<file path="src/rtl/keypad_if.sv">
// Keypad scanner signal bundle: matrix drive/sense plus accepted-key outputs.
interface keypad_if;
  logic [3:0] row_in;
  logic [3:0] col_out;
  logic [3:0] keypad_data;
  logic       keypad_enable;
  logic       key_held;
  logic       multi_key;

  // Scanner side: drives columns and key status, senses rows.
  modport master (
    input  row_in,
    output col_out,
    output keypad_data,
    output keypad_enable,
    output key_held,
    output multi_key
  );

  // Keypad/consumer side.
  modport slave (
    output row_in,
    input  col_out,
    input  keypad_data,
    input  keypad_enable,
    input  key_held,
    input  multi_key
  );
endinterface

</file>
<file path="src/rtl/keypad_scanner.sv">
// 4x4 matrix keypad scanner with per-frame debounce and one pulse per press.
module keypad_scanner #(
  parameter int unsigned SCAN_DIV     = 1000,
  parameter int unsigned DEBOUNCE_CNT = 20
) (
  input  logic clk,
  input  logic reset,
  keypad_if.master kp
);

  localparam int unsigned SLOT_W = 16;
  localparam int unsigned CNT_W  = 8;
  localparam logic [SLOT_W-1:0] SLOT_LAST = SLOT_W'(SCAN_DIV - 1);
  localparam logic [CNT_W-1:0]  DEB_TGT   = CNT_W'(DEBOUNCE_CNT);

  typedef enum logic [1:0] {IDLE, DEBOUNCE, PRESSED, RELEASE} state_e;

  state_e              state_q, state_d;
  logic [SLOT_W-1:0]   slot_q, slot_d;
  logic [1:0]          col_idx_q, col_idx_d;
  logic [3:0]          col_q, col_d;
  logic [3:0]          row_s1_q, row_s2_q;
  logic [1:0]          frame_cnt_q, frame_cnt_d;
  logic [3:0]          frame_code_q, frame_code_d;
  logic [CNT_W-1:0]    cnt_q, cnt_d;
  logic [3:0]          cand_q, cand_d;
  logic [3:0]          data_q, data_d;
  logic                en_q, en_d;
  logic                held_q, held_d;
  logic                multi_q, multi_d;

  logic                slot_end, frame_end, single, hit;
  logic [1:0]          acc_cnt;
  logic [3:0]          acc_code;
  logic [CNT_W-1:0]    cnt_inc;

  // Fold the current column's sampled rows into the running frame tally.
  always_comb begin
    acc_cnt  = frame_cnt_q;
    acc_code = frame_code_q;
    for (int r = 0; r < 4; r++) begin
      if (!row_s2_q[r]) begin
        if (acc_cnt == 2'd0) acc_code = {2'(r), col_idx_q};
        if (acc_cnt != 2'd2) acc_cnt = 2'(acc_cnt + 2'd1);
      end
    end
  end

  // Column slot timing, frame accumulation and the debounce state machine.
  always_comb begin
    slot_d       = slot_q;
    col_idx_d    = col_idx_q;
    col_d        = col_q;
    frame_cnt_d  = frame_cnt_q;
    frame_code_d = frame_code_q;
    state_d      = state_q;
    cnt_d        = cnt_q;
    cand_d       = cand_q;
    data_d       = data_q;
    en_d         = 1'b0;
    held_d       = held_q;
    multi_d      = multi_q;

    slot_end  = (slot_q == SLOT_LAST);
    frame_end = slot_end && (col_idx_q == 2'd3);
    single    = (acc_cnt == 2'd1);
    hit       = single && (acc_code == cand_q);
    cnt_inc   = CNT_W'(cnt_q + CNT_W'(1));

    if (slot_end) begin
      slot_d    = '0;
      col_idx_d = 2'(col_idx_q + 2'd1);
      col_d     = ~(4'(4'b0001 << col_idx_d));
      if (frame_end) begin
        frame_cnt_d  = '0;
        frame_code_d = '0;
      end else begin
        frame_cnt_d  = acc_cnt;
        frame_code_d = acc_code;
      end
    end else begin
      slot_d = SLOT_W'(slot_q + SLOT_W'(1));
    end

    if (frame_end) begin
      multi_d = (acc_cnt == 2'd2);
      unique case (state_q)
        IDLE: begin
          if (single) begin
            cand_d = acc_code;
            if (DEB_TGT == CNT_W'(1)) begin
              state_d = PRESSED;
              cnt_d   = '0;
              data_d  = acc_code;
              en_d    = 1'b1;
              held_d  = 1'b1;
            end else begin
              state_d = DEBOUNCE;
              cnt_d   = CNT_W'(1);
            end
          end
        end
        DEBOUNCE: begin
          if (hit) begin
            if (cnt_inc == DEB_TGT) begin
              state_d = PRESSED;
              cnt_d   = '0;
              data_d  = cand_q;
              en_d    = 1'b1;
              held_d  = 1'b1;
            end else begin
              cnt_d = cnt_inc;
            end
          end else begin
            state_d = IDLE;
            cnt_d   = '0;
          end
        end
        PRESSED: begin
          if (!hit) begin
            if (DEB_TGT == CNT_W'(1)) begin
              state_d = IDLE;
              cnt_d   = '0;
              held_d  = 1'b0;
            end else begin
              state_d = RELEASE;
              cnt_d   = CNT_W'(1);
            end
          end
        end
        RELEASE: begin
          if (hit) begin
            state_d = PRESSED;
            cnt_d   = '0;
          end else if (cnt_inc == DEB_TGT) begin
            state_d = IDLE;
            cnt_d   = '0;
            held_d  = 1'b0;
          end else begin
            cnt_d = cnt_inc;
          end
        end
        default: state_d = IDLE;
      endcase
    end
  end

  // State registers, including the two-flop row synchroniser.
  always_ff @(posedge clk) begin
    if (reset) begin
      state_q      <= IDLE;
      slot_q       <= '0;
      col_idx_q    <= '0;
      col_q        <= 4'b1110;
      row_s1_q     <= 4'b1111;
      row_s2_q     <= 4'b1111;
      frame_cnt_q  <= '0;
      frame_code_q <= '0;
      cnt_q        <= '0;
      cand_q       <= '0;
      data_q       <= '0;
      en_q         <= 1'b0;
      held_q       <= 1'b0;
      multi_q      <= 1'b0;
    end else begin
      state_q      <= state_d;
      slot_q       <= slot_d;
      col_idx_q    <= col_idx_d;
      col_q        <= col_d;
      row_s1_q     <= kp.row_in;
      row_s2_q     <= row_s1_q;
      frame_cnt_q  <= frame_cnt_d;
      frame_code_q <= frame_code_d;
      cnt_q        <= cnt_d;
      cand_q       <= cand_d;
      data_q       <= data_d;
      en_q         <= en_d;
      held_q       <= held_d;
      multi_q      <= multi_d;
    end
  end

  assign kp.col_out       = col_q;
  assign kp.keypad_data   = data_q;
  assign kp.keypad_enable = en_q;
  assign kp.key_held      = held_q;
  assign kp.multi_key     = multi_q;

endmodule

</file>
<file path="src/flat_wrapper.sv">
// flat-port wrapper written by rule: the top's interface ports become plain ports
module keypad_scanner_flat 
#(
  parameter int unsigned SCAN_DIV     = 1000,
  parameter int unsigned DEBOUNCE_CNT = 20
)
  (clk, reset, kp_row_in, kp_col_out, kp_keypad_data, kp_keypad_enable, kp_key_held, kp_multi_key);
  keypad_if kp_i ();
  input  logic clk;
  input  logic reset;
  input wire logic [$bits(kp_i.row_in)-1:0] kp_row_in;
  output wire logic [$bits(kp_i.col_out)-1:0] kp_col_out;
  output wire logic [$bits(kp_i.keypad_data)-1:0] kp_keypad_data;
  output wire logic [$bits(kp_i.keypad_enable)-1:0] kp_keypad_enable;
  output wire logic [$bits(kp_i.key_held)-1:0] kp_key_held;
  output wire logic [$bits(kp_i.multi_key)-1:0] kp_multi_key;
  assign kp_i.row_in = kp_row_in;
  assign kp_col_out = kp_i.col_out;
  assign kp_keypad_data = kp_i.keypad_data;
  assign kp_keypad_enable = kp_i.keypad_enable;
  assign kp_key_held = kp_i.key_held;
  assign kp_multi_key = kp_i.multi_key;
  keypad_scanner #(.SCAN_DIV(SCAN_DIV), .DEBOUNCE_CNT(DEBOUNCE_CNT)) u_core (.clk(clk), .reset(reset), .kp(kp_i));
endmodule
</file>
<file path="config.mk">
export PLATFORM = sky130hd
export DESIGN_NAME = keypad_scanner_flat
export DESIGN_NICKNAME = d
export VERILOG_FILES = /design/src/rtl/keypad_if.sv /design/src/rtl/keypad_scanner.sv /design/src/flat_wrapper.sv
export SDC_FILE = /design/constraint.sdc
export NUM_CORES = 1
export LEC_CHECK = 0
export BUFFER_PORTS_ARGS = -buffer_cell sky130_fd_sc_hd__buf_4
export CAP_MARGIN = 20
export CORE_AREA = 10 10 92 74
export CTS_CLUSTER_SIZE = 12
export DETAILED_ROUTE_END_ITERATION = 12
export DIE_AREA = 0 0 102 84
export PLACE_DENSITY = 0.81
export SETUP_SLACK_MARGIN = 0.3
export SLEW_MARGIN = 30
export SYNTH_ARGS = -nofsm -noshare
export SYNTH_HDL_FRONTEND = slang
export SYNTH_SLANG_ARGS = --single-unit
export TNS_END_PERCENT = 30
</file>
<file path="constraint.sdc">
create_clock -name clk -period 5.8 [get_ports clk]
set_input_delay 0.58 -clock clk [delete_from_list [all_inputs] [get_ports clk]]
set_output_delay 0.58 -clock clk [all_outputs]
set_load 0.01 [all_outputs]
</file>
Word-level counts from Yosys, hierarchy flattened
Cells that the tools add are included.

storage, ports and cells
  bits in registers = 57
  bits of input ports = 6
  output and inout port bits = 11
  logic and storage cells = 99

cells by class
  $add $sub $neg = 7
  equality and inequality tests = 21
  shift-type cells = 1
  mux-type cells = 37
  bitwise logic cells = 4
  reductions and logical operators = 15

operators by type and width
  operator                                               number
  two-way mux 8 bit                                      5
  two-way mux 4 bit                                      9
  case mux 8 bit (4 select lines)                        1
  two-way mux 2 bit                                      15
  adder 16 x 1 -> 16 bit, second input constant          1
  == test 16 x 10 -> 1 bit, second input constant        1
  inequality test 2 bit, second input constant           6
  adder 2 x 1 -> 2 bit, second input constant            5
  zero test 2 bit                                        5
  adder 8 x 1 -> 8 bit, second input constant            1
  == test 2 bit, second input constant                   4
  == test 8 x 5 -> 1 bit, second input constant          1
  inequality test 2 x 1 -> 1 bit, second input constant  4
  case mux 2 bit (4 select lines)                        1
  AND reduction 3 bit                                    2
  AND reduction 6 bit                                    1
  two-way mux 1 bit                                      5
  AND reduction 5 bit                                    1
  == test 2 x 1 -> 1 bit, second input constant          2
  == test 4 bit                                          1
  NOT 4 bit                                              1
  AND reduction 4 bit                                    1
  OR reduction 4 bit                                     1
  left shift 1 x 2 -> 4 bit, first input constant        1
  other kinds (7)                                        10

Logic depth before layout (Yosys ltp)
Gate-level depths: netlist of the first run.

  depth after elaboration = 16
  gate-level depth with buffers = 18

Worst setup path after synthesis of the first run
Ideal clock, no wire load.

  kind = reg-to-reg
  start point = reg u_core.frame_cnt_q[0]
  end point = reg u_core.held_q, in the netlist u_core.kp.key_held
  setup time = 86 ps
  data arrival time = 3725 ps
  data required time = 5714 ps
  path slack = 1989 ps
  stages on the path, launching flop included = 19
  path buffers = 1
  path through = dfxtp_1 -> inv_1 -> ha_1 -> mux2i_2 -> nor3_1 -> a311oi_1 -> a31oi_1 -> inv_1 -> ha_1 -> nand2b_1 -> and2_1 -> a31o_1 -> and4b_4 -> a211oi_4 -> nand4_4 -> or3_1 -> buf_4 -> nor2b_1 -> a221oi_2

on the way
  word-level cells in the longest chain between the ends = 16

RTL lines
  what                                                                                      RTL line                                    source
  start: declaration                                                                        keypad_scanner.sv:23                        logic [1:0] frame_cnt_q, frame_cnt_d;
  start signal: assignment                                                                  keypad_scanner.sv:172                       frame_cnt_q <= frame_cnt_d;
  adder 2 x 1 -> 2 bit / inequality test 2 bit (equally long branches)                      keypad_scanner.sv:44                        if (acc_cnt != 2'd2) acc_cnt = 2'(acc_cnt + 2'd1);
  two-way mux 2 bit                                                                         keypad_scanner.sv:44
  two-way mux 2 bit                                                                         keypad_scanner.sv:42                        if (!row_s2_q[r]) begin
  adder 2 x 1 -> 2 bit / inequality test 2 bit (equally long branches)                      keypad_scanner.sv:44
  two-way mux 2 bit                                                                         keypad_scanner.sv:44
  two-way mux 2 bit                                                                         keypad_scanner.sv:42
  adder 2 x 1 -> 2 bit / inequality test 2 bit (equally long branches)                      keypad_scanner.sv:44
  two-way mux 2 bit                                                                         keypad_scanner.sv:44
  two-way mux 2 bit                                                                         keypad_scanner.sv:42
  adder 2 x 1 -> 2 bit, or another cell as far along                                        keypad_scanner.sv:44
  two-way mux 2 bit / two-way mux 4 bit (equally long branches)                             keypad_scanner.sv:44, keypad_scanner.sv:43
  two-way mux 2 bit / two-way mux 4 bit (equally long branches)                             keypad_scanner.sv:42
  == test 2 x 1 -> 1 bit / == test 4 bit (equally long branches)                            keypad_scanner.sv:66, keypad_scanner.sv:67
  logical AND 1 bit (*)                                                                     keypad_scanner.sv:67                        hit = single && (acc_code == cand_q);
  inequality test 2 bit (no line) / inequality test 2 x 1 -> 1 bit (equally long branches)  -
  AND reduction 6 bit (no line) (*)                                                         -
  end signal: assignment                                                                    keypad_scanner.sv:178                       held_q <= held_d;
  end: declaration                                                                          keypad_scanner.sv:29                        logic held_q, held_d;

Mark *: on every way between the ends. The rest lies on a longest branch, timed or not.
A chain may end at the register's enable or synchronous reset.

Final worst setup path of the first run
Same ends and word-level chain as after synthesis.

==> results of run 1 <==
[stage by stage]
step	util	setup slack [ns]
floorplan	-	1.99
global placement	0.607	1.78
detailed placement	0.607	1.56
CTS	0.652	1.52
global route	0.653	1.12
finish	0.653	1.53
[critical path, stage by stage (launching register included)]
cell	delay, ns
dfxtp_1	0.43
inv_1	0.09
ha_1	0.34
mux2i_2	0.40
nor3_1	0.10
a311oi_1	0.27
a31oi_1	0.09
inv_1	0.12
ha_1	0.16
nand2b_1	0.10
and2_1	0.20
a31o_1	0.26
and4b_4	0.23
a211oi_4	0.25
nand4_4	0.19
or3_1	0.53
nor2b_1	0.20
a221oi_2	0.22
[flip-flops by register name, summed over array words and instances, names as in the netlist, named ones only]
register                 flops
u_core.slot_q               16
u_core.kp.multi_key          1
u_core.cand_q                4
u_core.kp.col_out            4
u_core.frame_code_q          4
u_core.kp.keypad_data        4
u_core.state_q               1
u_core.frame_cnt_q           2
u_core.row_s1_q              4
u_core.cnt_q                 8
u_core.col_idx_q             2
u_core.kp.keypad_enable      1
u_core.row_s2_q              4
u_core.kp.key_held           1
[power by group through the flow]
stage	Sequential [mW]	Clock, mW	Combinational [mW]
2_1_floorplan	0.406	0	0.0442
3_3_place_gp	0.409	0	0.0501
3_5_place_dp	0.409	0	0.0517
4_1_cts	0.400	0.433	0.0521
5_1_grt	0.401	0.448	0.0584
6_report	0.400	0.419	0.0520
[worst max path at each step]
stage	endpoint	slack, ns	cells past startpoint
global placement	u_core.kp.key_held$_SDFFE_PP0P_	1.78	17
global route	u_core.kp.key_held$_SDFFE_PP0P_	1.12	17
detailed placement	u_core.kp.key_held$_SDFFE_PP0P_	1.56	17
floorplan	u_core.kp.key_held$_SDFFE_PP0P_	1.99	18
finish	u_core.kp.key_held$_SDFFE_PP0P_	1.53	17
CTS	u_core.kp.key_held$_SDFFE_PP0P_	1.52	17
[cell families after synthesis]
kind of cell               Yosys count
buffers and inverters               27
DFF                                 57
and+or+nand+nor                    151
xor gates and xnor gates            19
adders and majority gates           11
muxes                               16
AOI/OAI and AO/OA                   63
[per-layer routing]
| metal | global-route usage | vias up | wire length (microns) |
|---|---|---|---|
| met5 | 0 | - | 0 |
| met4 | 0.0601 | 0 | 78 |
| met3 | 0.0455 | 8 | 262 |
| met2 | 0.210 | 34 | 2560 |
| met1 | 0.190 | 1065 | 2860 |
| li1 | - | 1219 | - |
[cell usage in the layout (no fill, tap or decap), drive strengths merged, types with 2 or more instances in the layout]
cell type	n
dfxtp	57
nor2	49
nand2	27
nand3	17
a21oi	17
buf	16
mux2i	15
inv	12
o21ai	12
ha	11
clkbuf	11
or2	10
xnor2	10
xor2	9
nor2b	8
nand2b	6
and2	6
a21o	5
or3	5
nor3	4
and3	4
a211oi	4
nor4	4
nand4	4
nand3b	3
a31oi	3
o2111ai	3
a21bo	3
a311oi	2
o31ai	2
a22oi	2
o2bb2ai	2
bufinv	2
clkinv	2
[area by class of cell]
class                   count  area [sq um]
clock buffers              11           151
clock inverters             5          77.6
fillers                   430          1780
inverters                  12          45.0
multi-input cells         260          1730
flip-flops and latches     57          1140
well taps                  62          77.6
repair buffers             16           120
==> results.yml, run 1 <==
finish:
  layout-drive-gt1-share: 0.163
  num_antenna_cells: 0
  fin_cells: 423
  final_cell_area_sq_mm: 0.00335
  area_growth_pct: 12.2
  nNetsFinal: 373
synthesis:
  synth-seq-area-share: 0.383
  syn-num-nets: 361
  synth_top_flop_cell: "dfxtp_1"
  avgSynthCellArea_sq_um: 8.67
  synth.mux.area_fraction: 0.0567
  synth_compound_gate_area_share: 0.152
  synth-edff-count: 0
  synthesis.yosys.warnings: 0
  cell_type_contributing_the_most_total_cell_area_after_synthesis: "dfxtp_1"
  yosys-top-cells-area: "dfxtp_1 (38%), nor2_1 (6.2%), ha_1 (4.6%)"
  synthTopCellsByCount: "dfxtp_1 (57), nor2_1 (49), nand2_1 (27)"
  synth_most_common_cell: "dfxtp_1"
  area_fraction_of_the_dominant_cell_type_after_synthesis: 0.383
  synthesis.area_sq_mm: 0.00298
  ys_types: 54
  dominant_combinational_cell_family_by_area_after_synthesis: "simple AND/OR/NAND/NOR gates"
  syn_inst: 344
  yosys_register_bits: 57
  synth-adder-area-share: 0.0462
  postSynth.asyncResetShare: 0
  synth_simple_gate_area_frac: 0.259
  yosys.area_share.xor_xnor: 0.0646
setup_path:
  end_of_the_worst_register_to_register_path: "u_core.kp.key_held$_SDFFE_PP0P_"
  worstPathRequired_ns: 6.05
  worstPathMaxFanout: 9
  worst_ep_arrival_time_ns: 4.52
  worstReg2RegStart: "u_core.frame_cnt_q[0]$_SDFFE_PP0P_"
  setup_slack_on_the_worst_flop_to_flop_path_ns: 1.53
  crit_type: "flip-flop to flip-flop"
  setup.worst_path.end_class: "flip-flop"
  worstSetupStartpoint: "u_core.frame_cnt_q[0]$_SDFFE_PP0P_"
  worst-r2r-cell-count: 17
  worstSetupStartpointType: "flip-flop"
grt:
  first_pass_grt_wire_length_mm: 10.1
  grt_antenna_before_repair: 0
  track_usage: 0.144
  grt_start_max_net_pins: 37
  grt.overflow.total: 0
  first_global_vias: 2162
min_path:
  timing.hold.worst_path_depth: 1
  destination_of_the_worst_hold_path: "u_core.row_s2_q[1]$_SDFF_PP1_"
  timing.hold.worst.class: "flip-flop to flip-flop"
  worst_hold_startpoint: "u_core.row_s1_q[1]$_SDFF_PP1_"
clock_network:
  clockBufferDepth: 2
  clock-root-buffer: "clkbuf_8"
  postCtsSetupBuffers: 0
  cts_tree: "done"
  cts_resized: 0
  cts-htree-levels: 3
  cts-buffers-inserted: 9
  cts.sinks: 57
  clkTransAtPathRegs_ns: 0.06
  postCtsHoldBufs: 0
  insertion_delay_ns: 0.34
power:
  share_seq_of_total_power: 0.459
  design_power_total_uw: 872
  leakage_nw: 1.34
  pwr-share-clk: 0.481
  vdd_ir_drop_max_v: 0.000165
  switching_share: 0.218
  p_sw_uw: 190
  internal_power_uw: 681
  power_frac_comb: 0.060
  power_density_over_cell_area_mw_per_mm2: 260
drt:
  drt_first_iter_violations: 110
  routedWlPerCell_microns: 13.6
  detail_route.vias_per_cell: 5.50
  detail_route.first_pass.iterations: 4
  vias: 2326
  detail_route.wirelength_mm: 5.76
  antenna_violating_nets_post_route: 0
  drc: 0
timing:
  minimum_clock_period_ns: 4.27
  hold_violations: 0
  timing.final.crit_share: 0.737
  final.setup_skew_ns: 0.00858
  total_negative_slack_ns: 0
  fmaxAchievable_ghz: 0.234
  fin_worst_hold_slack_ns: 0.407
  grt_setup_unrepaired: "false"
  finalMaxSlewViolations: 0
  tightest_slew_ns: 1.02
  final-setup-viol-count: 0
  worst_slew_margin_rel: 0.314
floorplanning:
  rows: 23
  initial_utilization: 0.582
  die_width_microns: 102
  core_area_sq_mm: 0.00512
  die-area_sq_mm: 0.00857
  ios: 17
  die_height_microns: 84
job:
  cap_viol_max_count: 0
placed_design:
  placement.cell_area_sq_mm: 0.00311
  gp_routability_congestion: 0.842
  place_inst: 407
  io_buffer_count: 16
  detailedPlacementHpwl_mm: 4.19
outcome:
  status: "complete, no violations"
Note: power is estimated with default switching activity, not from simulation.
==> run 2, diff against run 1 <==
Settings changed: ABC_AREA set to 1, CORE_AREA 10 10 92 74 to 10 10 98 78, DIE_AREA 0 0 102 84 to 0 0 108 88, PLACE_DENSITY 0.81 to 0.77.
Clock period 5.8 ns to 3.6 ns, I/O delays scaled along.
==> run 2 against run 1 <==
Compared with the run above:
- critical path depth grew 6
- first-iteration DRC count increased by 18%
- utilization shrank 3.9 points
- combinational power grew 85%
- die area up 11%
- area after synthesis rose by 2.9%
- setup slack got worse by 0.98 ns
- global-route usage up 0.45 points
- register-to-register slack lost 0.98 ns
- routed wire length rose by 14%
- maximum frequency up 40%
- clock skew rose by 0.00089 ns
- largest power group unchanged
==> results.yml, run 2 <==
setup_path:
  worstReg2RegStart: "u_core.frame_cnt_q[0]$_SDFFE_PP0P_"
  worstPathRequired_ns: 3.84
  worst_ep_arrival_time_ns: 3.30
  setup.worst_path.end_class: "flip-flop"
  worst-r2r-cell-count: 23
  worstSetupStartpointType: "flip-flop"
  worstPathMaxFanout: 4
  critical_path.cell_chain: "inv_1 > ha_1 > inv_1 > nand2_2 > nand2_2 > nand2_1 > nand3_2 > nand2_2 > nand2_1 > nand2_1 > inv_1 > ha_1 > or2_2 > a21oi_4 > nand2_1 > nor2_1 > nand3_2 > nand2_1 > nand2_1 > nand3_1 > nand2_1 > nand2_1 > nor2_2"
  slowest_delay_ns: 0.35
  setup_slack_on_the_worst_flop_to_flop_path_ns: 0.54
  crit_type: "flip-flop to flip-flop"
  critPathMostFrequentCell: "nand2_1"
  timing.critical_path.slowest_stage_cell: "dfxtp_1"
synthesis:
  syn-num-nets: 425
  synth_compound_gate_area_share: 0.127
  yosys_register_bits: 57
  avgSynthCellArea_sq_um: 7.52
  postSynth.asyncResetShare: 0
  area_fraction_of_the_dominant_cell_type_after_synthesis: 0.372
  synth-adder-area-share: 0.0448
  yosys-top-cells-area: "dfxtp_1 (37%), nand2_1 (8.2%), inv_1 (6.7%)"
  synth.mux.area_fraction: 0
  dominant_combinational_cell_family_by_area_after_synthesis: "simple AND/OR/NAND/NOR gates"
  yosys.area_share.xor_xnor: 0.0285
  synthTopCellsByCount: "nand2_1 (67), dfxtp_1 (57), inv_1 (55)"
  synth-edff-count: 0
  synth_simple_gate_area_frac: 0.345
  synth-seq-area-share: 0.372
  syn_inst: 408
  cell_type_contributing_the_most_total_cell_area_after_synthesis: "dfxtp_1"
  ys_types: 41
  synth_most_common_cell: "nand2_1"
  synth_top_flop_cell: "dfxtp_1"
  synthesis.area_sq_mm: 0.00307
  synthesis.yosys.warnings: 0
min_path:
  worst_hold_startpoint: "kp_row_in[1]"
  destination_of_the_worst_hold_path: "u_core.row_s1_q[1]$_SDFF_PP1_"
  timing.hold.worst_path_depth: 2
  timing.hold.worst.class: "input port to flip-flop"
timing:
  minimum_clock_period_ns: 3.06
  final.setup_skew_ns: 0.00947
  total_negative_slack_ns: 0
  final.setup.worst_slack_ns: 0.542
  fmaxAchievable_ghz: 0.327
  worst_slew_margin_rel: 0.647
  tightest_slew_ns: 0.529
  hold_violations: 0
  timing.final.crit_share: 0.850
  grt_setup_unrepaired: "false"
  fin_worst_hold_slack_ns: 0.202
  final-setup-viol-count: 0
  finalMaxSlewViolations: 0
power:
  leakage_nw: 1.43
  switching_share: 0.221
  power_frac_comb: 0.065
  pwr-share-clk: 0.498
  internal_power_mw: 1.15
  p_sw_uw: 326
  share_seq_of_total_power: 0.436
  vdd_ir_drop_max_v: 0.000350
  power_density_over_cell_area_mw_per_mm2: 418
placed_design:
  gp_routability_congestion: 0.884
  preCtsSetupSlack_ns: 0.559
  detailedPlacementHpwl_mm: 4.89
  io_buffer_count: 16
grt:
  first_global_vias: 2574
  grt.overflow.total: 0
  first_pass_grt_wire_length_mm: 11.5
  grt_start_max_net_pins: 29
  grt_antenna_before_repair: 0
  track_usage: 0.149
floorplanning:
  rows: 24
  die-area_sq_mm: 0.00950
  core_area_sq_mm: 0.00574
  ios: 17
  die_width_microns: 108
  die_height_microns: 88
  initial_utilization: 0.535
clock_network:
  cts-htree-levels: 3
  insertion_delay_ns: 0.34
  postCtsHoldBufs: 0
  postCtsSetupBuffers: 0
  clock-root-buffer: "clkbuf_8"
  clockBufferDepth: 2
  cts.sinks: 57
  cts-buffers-inserted: 9
  cts_tree: "done"
  cts_resized: 0
  clkTransAtPathRegs_ns: 0.07
finish:
  nNetsFinal: 446
  layout-drive-gt1-share: 0.203
  most-common-layout-cells: "nand2_1 (66), dfxtp_1 (57), inv_1 (55), nand3_1 (33), nor2_1 (33)"
  top_register: "u_core.slot_q"
  area_growth_pct: 14.7
  num_antenna_cells: 0
  max_ffs_per_register: 16
  layout_top_registers: "u_core.slot_q (16), u_core.cnt_q (8)"
  utilization_of_the_core_after_routing: 0.614
  layout.cells.most_common: "nand2_1"
drt:
  vias: 2711
  routedWlPerCell_microns: 12.8
  drc: 0
  detail_route.first_pass.iterations: 4
  detail_route.vias_per_cell: 5.29
  antenna_violating_nets_post_route: 0
  drt_first_iter_violations: 130
  detail_route.wirelength_mm: 6.55
outcome:
  status: "complete, no violations"
job:
  cap_viol_max_count: 0
[run 2: changes by cell type after synthesis, sizes merged, moves of 10 or more]
cell,change
inv,+49
xnor2,-10
nand2,+61
nand3,+23
mux2i,-15
a21oi,+12
nor2,-12
[run 2: critical path: cells and delay by family, from the launching register on]
family	cells	cell delay (ns)
flops	1	0.35
simple gates	17	1.64
compound gates	1	0.21
buf+inv	3	0.20
fa+ha+maj	2	0.56
[run 2: layout make-up]
cell class / count / area, sq um
multi-input cells: 284 / 1690
repair buffers: 16 / 120
clock buffers: 11 / 141
well taps: 78 / 97.6
clock inverters: 5 / 103
flip-flops and latches: 57 / 1140
fillers: 515 / 2220
inverters: 61 / 229
[run 2: how the worst max path moves through the flow]
stage                                        from  cells past startpoint                        endpoint  slack (ns)
6_report       u_core.frame_cnt_q[0]$_SDFFE_PP0P_                     23                       flip-flop        0.54
5_1_grt        u_core.frame_cnt_q[0]$_SDFFE_PP0P_                     22                       flip-flop        0.30
4_1_cts        u_core.frame_cnt_q[0]$_SDFFE_PP0P_                     21  u_core.state_q[0]$_SDFFE_PP0P_        0.54
3_5_place_dp   u_core.frame_cnt_q[0]$_SDFFE_PP0P_                     21  u_core.state_q[0]$_SDFFE_PP0P_        0.56
3_3_place_gp   u_core.frame_cnt_q[0]$_SDFFE_PP0P_                     20  u_core.state_q[0]$_SDFFE_PP0P_        0.68
2_1_floorplan  u_core.frame_cnt_q[0]$_SDFFE_PP0P_                     23                       flip-flop        0.84
[run 2: cell families after synthesis]
| kind of cell | Yosys count |
|---|---|
| and+or+nand+nor | 200 |
| adders and majority gates | 11 |
| xor gates and xnor gates | 10 |
| DFF | 57 |
| AOI/OAI and AO/OA | 63 |
| buffers and inverters | 67 |
[run 2: power by group through the flow]
stage,clock [mW],combinational (mW),sequential (mW)
2_1_floorplan,0,0.0749,0.655
3_3_place_gp,0,0.0902,0.656
3_5_place_dp,0,0.0931,0.657
4_1_cts,0.747,0.0938,0.643
5_1_grt,0.781,0.107,0.643
6_report,0.734,0.0960,0.643
[run 2: through the flow]
step                      cell area, sq um  power (mW)  cells
final                                 3520        1.47    512
after global routing                  3520        1.53    512
after CTS                             3510        1.48    512
after detailed placement              3260       0.750    496
after global placement                3260       0.747    496
after floorplan                       3070       0.730    408
[run 2: per-layer routing]
| metal | vias up | global-route usage | wire (microns) |
|---|---|---|---|
| met3 | 13 | 0.0543 | 449 |
| met4 | 0 | 0.0484 | 89 |
| met1 | 1241 | 0.178 | 3070 |
| met5 | - | 0 | 0 |
| li1 | 1384 | - | - |
| met2 | 73 | 0.242 | 2940 |
